<file path="src/rtl/cache_refill_ctrl.sv">
// Miss-refill controller: fetches a 4-word line with sequential single-word reads
// and presents it to the cache as one fill pulse, stalling the pipeline meanwhile.
module cache_refill_ctrl #(
  parameter int DATA_WIDTH = 32,
  parameter int ADDR_WIDTH = 32
) (
  input  logic                  clk,
  input  logic                  rst,
  input  logic                  miss_req,
  input  logic [ADDR_WIDTH-1:0] miss_addr,
  output logic                  stall,
  output logic                  mem_rd_en,
  output logic [ADDR_WIDTH-1:0] mem_addr,
  input  logic [DATA_WIDTH-1:0] mem_rdata,
  input  logic                  mem_rvalid,
  output logic                  fill_valid,
  output logic [ADDR_WIDTH-7:0] fill_tag,
  output logic [1:0]            fill_set,
  output logic [DATA_WIDTH-1:0] d0,
  output logic [DATA_WIDTH-1:0] d1,
  output logic [DATA_WIDTH-1:0] d2,
  output logic [DATA_WIDTH-1:0] d3
);

  typedef enum logic [1:0] {IDLE, REQ, WAIT, DONE} state_e;

  state_e                  state_q;
  logic [1:0]              cnt_q;
  logic [ADDR_WIDTH-1:0]   base_q;
  logic [ADDR_WIDTH-1:0]   mem_addr_q;
  logic                    mem_rd_en_q;
  logic                    fill_valid_q;
  logic [DATA_WIDTH-1:0]   line_q [4];

  logic [ADDR_WIDTH-1:0]   line_base_d;
  logic [ADDR_WIDTH-1:0]   next_addr_d;
  logic [1:0]              cnt_inc;

  assign line_base_d = miss_addr & ~ADDR_WIDTH'(4'hF);
  assign cnt_inc     = cnt_q + 2'd1;
  // Offset stays below 16 on a 16-byte aligned base, so reads never leave the line.
  assign next_addr_d = base_q + ADDR_WIDTH'({cnt_inc, 2'b00});

  // NOTE: sequential state uses non-blocking assignments only, so every branch
  // below sees the pre-edge values of state_q, cnt_q and base_q.
  always_ff @(posedge clk or posedge rst) begin
    if (rst) begin
      state_q      <= IDLE;
      cnt_q        <= 2'd0;
      base_q       <= '0;
      mem_addr_q   <= '0;
      mem_rd_en_q  <= 1'b0;
      fill_valid_q <= 1'b0;
      // NOTE: the line words are only four flops, not a RAM, so they are reset
      // explicitly and read as zero until the first refill.
      for (int i = 0; i < 4; i++) line_q[i] <= '0;
    end else begin
      mem_rd_en_q  <= 1'b0;
      fill_valid_q <= 1'b0;
      case (state_q)
        IDLE: begin
          if (miss_req) begin
            base_q      <= line_base_d;
            cnt_q       <= 2'd0;
            mem_addr_q  <= line_base_d;
            mem_rd_en_q <= 1'b1;
            state_q     <= REQ;
          end
        end
        REQ: begin
          state_q <= WAIT;
        end
        WAIT: begin
          if (mem_rvalid) begin
            line_q[cnt_q] <= mem_rdata;
            if (cnt_q == 2'd3) begin
              fill_valid_q <= 1'b1;
              state_q      <= DONE;
            end else begin
              cnt_q       <= cnt_inc;
              mem_addr_q  <= next_addr_d;
              mem_rd_en_q <= 1'b1;
              state_q     <= REQ;
            end
          end
        end
        DONE: begin
          state_q <= IDLE;
        end
      endcase
    end
  end

  // Combinational so the pipeline freezes in the very cycle the miss appears.
  assign stall      = (state_q != IDLE) | miss_req;
  assign mem_rd_en  = mem_rd_en_q;
  assign mem_addr   = mem_addr_q;
  assign fill_valid = fill_valid_q;
  assign fill_tag   = base_q[ADDR_WIDTH-1:6];
  assign fill_set   = base_q[5:4];
  assign d0         = line_q[0];
  assign d1         = line_q[1];
  assign d2         = line_q[2];
  assign d3         = line_q[3];

endmodule

</file>
<file path="config.mk">
export PLATFORM = sky130hd
export DESIGN_NAME = cache_refill_ctrl
export DESIGN_NICKNAME = d
export VERILOG_FILES = /design/src/rtl/cache_refill_ctrl.sv
export SDC_FILE = /design/constraint.sdc
export NUM_CORES = 1
export LEC_CHECK = 0
export CELL_PAD_IN_SITES_DETAIL_PLACEMENT = 0
export CELL_PAD_IN_SITES_GLOBAL_PLACEMENT = 1
export CORE_UTILIZATION = 35
export CTS_CLUSTER_SIZE = 16
export DETAILED_ROUTE_END_ITERATION = 10
export PLACE_DENSITY = 0.77
export SKIP_LAST_GASP = 1
export SYNTH_ARGS = -nofsm -noshare
export SYNTH_HDL_FRONTEND = slang
export SYNTH_SLANG_ARGS = --single-unit
</file>
<file path="constraint.sdc">
create_clock -name clk -period 13.5 [get_ports clk]
set_clock_uncertainty 0.05 [all_clocks]
set_input_delay 1.35 -clock clk [delete_from_list [all_inputs] [get_ports clk]]
set_output_delay 1.35 -clock clk [all_outputs]
set_load 0.005 [all_outputs]
</file>
==> results.yml <==
power:
  total_power_w: 0.00254
  clock_power_share_pct: 18.6
  power_frac_comb_pct: 42.3
  switching_share_pct: 28.3
  p_switching_w: 0.000718
  ir_drop_v: 0.000118
  powerDensity_nw_per_um2: 235
  power.internal_w: 0.00182
  p_leak_nw: 4.71
  seq_power_share_pct: 39.1
yosys:
  yosysWarnings: 0
  synth_area_um2: 7440
  syn_inst: 452
  synth-adder-area-share_pct: 0.672
  synth.most_common_cell: "mux2_2"
  synth-edff-count: 0
  synth_seq_area_share_pct: 63.9
  synth_xor_area_share_pct: 0
  async_flop_share_pct: 100
  synth_area_leader_cell: "dfrtp_1"
  synth_compound_area_share_pct: 0.437
  synthMuxAreaShare_pct: 32.2
  synth_top_area_share_pct: 63.9
  syn_area_per_cell_um2: 16.5
  synth-simple-area-share_pct: 0.908
  netlist_top_cells_area: "dfrtp_1 (64%), mux2_2 (31%), buf_2 (1.4%), mux2_1 (1.2%), ha_1 (0.67%)"
  synth_common_cells: "mux2_2 (204), dfrtp_1 (190), buf_2 (21)"
  synth_top_family_by_area: "multiplexers"
  yosysUniqueCellTypes: 20
  synthFlopType: "dfrtp_1"
  synth-seq-cells: 190
place:
  placed_cell_area_um2: 10300
  port_buffers: 252
  place.gp.congestion: 0.717
  dp_hpwl_um: 12800
  place_ws_ps: 9550
finish:
  final_cell_area_um2: 10800
  finalNetCount: 778
  antenna_cells: 0
  post-route-util_pct: 52.6
  post_route_cells_drive_above_1_share_pct: 34.2
  areaGrowthSynthToFinish_pct: 45.2
route:
  drcViolationCount: 0
  vias_per_cell: 4.75
  firstDrtPassIters: 4
  postRouteWirelength_um: 18400
  vias: 4696
  wl_per_cell_um: 18.6
  first_iter_violations: 88
  ant_nets: 0
floorplanning:
  design.core.area_um2: 20600
  die_y_um: 148
  start_util_pct: 36.2
  fp-row-count: 52
  die_area_um2: 21900
  fp.dieW_um: 148
  num_io_pins: 259
worst_setup_path:
  crit_path_end_kind: "output pin"
  cp-startpoint: "miss_req"
  required_ps: 12100
  critPathMaxFanout: 2
  r2r_cells: 3
  worst_path_most_repeated_cell: "clkdlybuf4s50_1"
  worstPathArrival_ps: 2560
  cp_num_buf_inv: 2
  worstReg2RegStart: "state_q[1]$_DFFE_PP0P_"
  path_class: "primary input to output pin"
  path_cells: "clkdlybuf4s50_1 -> or3_1 -> clkdlybuf4s50_1"
  crit_family: "buffers and inverters"
  startpoint_type: "primary input"
  crit_slowest_cell: "clkdlybuf4s50_1"
  crit_cells: 3
  critical-path-max-stage-delay_ps: 480
sta:
  period_minus_slack_ps: 3960
  post-route-period-util_pct: 29.3
  worst_slack_ps: 9540
  fmax_mhz: 252
  fin_setup_tns_ps: 0
  maxSlewViolCount: 0
  tightest_slew_ps: 1090
  rsz0062_at_grt: "false"
  max_slew_margin_pct: 27.0
  setup_viol: 0
  hold_violations: 0
cts:
  clk_path_buf_depth: 2
  post_cts_buffers: 0
  clkSinkCount: 190
  cts_max_level: 4
  post_cts.resized_instances: 0
  cts_tree: "yes"
  clk_latency_ps: 420
  cts_root_buf: "clkbuf_16"
  cts_hold_buf: 0
  numCtsBuffers: 17
  clk_pin_slew_ps: 70
global_route:
  grt_pass1_wl_um: 29000
  antenna_found_initial: 0
  grtUsageTotal_pct: 17.5
  grt_pass1_vias: 5289
  grt_remaining_overflow: 0
  grt_max_degree: 106
flow_run:
  max_cap_violations: 0
min_path:
  min_path_type: "flip-flop to flip-flop"
  holdCritStartpoint: "d0[15]$_DFFE_PP0P_"
  hold_depth: 1
status:
  status: "finished clean"
==> through the flow <==
step                      instances  hold slack (ps)
after floorplan                 453              439
after global placement          957              426
after detailed placement        957              432
after CTS                       989              447
after global routing            989              465
final                           989              444
==> registers in the layout, summed over array words and instances, names as in the netlist <==
name,cells
d2,32
mem_addr,29
state_q,2
mem_rd_en,1
cnt_q,1
base_q,28
d0,32
d3,32
d1,32
fill_valid,1
==> power by group through the flow <==
| stage | sequential, W | combinational (W) | clock [W] |
|---|---|---|---|
| 6_report | 0.000993 | 0.00107 | 0.000473 |
| 3_3_place_gp | 0.000983 | 0.00107 | 0 |
| 2_1_floorplan | 0.00101 | 0.000393 | 0 |
| 4_1_cts | 0.000998 | 0.00109 | 0.000491 |
| 5_1_grt | 0.00103 | 0.00115 | 0.000516 |
| 3_5_place_dp | 0.00101 | 0.00109 | 0 |
==> metal layers <==
layer	part of all wire (%)	up-vias	routed length, um	global-route usage (%)
li1	-	2116	-	-
met1	39	2361	7130	19.8
met5	0	-	0	0
met4	2.7	0	494	6.86
met2	50	186	9150	29.4
met3	9.0	33	1670	6.94
==> cell usage in the layout (no fill, tap or decap), types with 4 or more instances in the layout <==
cell type	netlist	routed
nand3_2	1	4
inv_8	0	4
clkbuf_16	0	17
mux2_2	204	204
buf_4	2	6
dfrtp_1	190	190
mux2_1	8	8
ha_1	4	4
inv_6	0	5
clkdlybuf4s50_1	0	252
==> final timing paths <==
kind	end	slack (ps)
min in group asynchronous	mem_addr[23]$_DFFE_PP0P_	1460
worst max register to register	d0[14]$_DFFE_PP0P_	10740
worst min-delay path	d0[15]$_DFFE_PP0P_	440
max in group asynchronous	d1[21]$_DFFE_PP0P_	10330
worst max-delay path	stall	9540
worst min register to register	d0[15]$_DFFE_PP0P_	440
==> layout make-up <==
type | instances | area (um^2)
fill | 1755 | 9750
clock inverter | 13 | 119
sequential | 190 | 4750
clock buffer | 19 | 433
inverter | 4 | 20.0
tap | 270 | 338
multi-input combinational | 235 | 2570
timing repair buffer | 258 | 2570
==> cells by family (layout without fill, tap and decap cells) <==
group           Yosys count  count (layout)
flops                   190             190
compound gates            5               5
simple gates             11              11
mux                     213             213
other cells               1               2
buf+inv                  28             294
fa+ha+maj                 4               4
(Power assumes the default switching activity.)
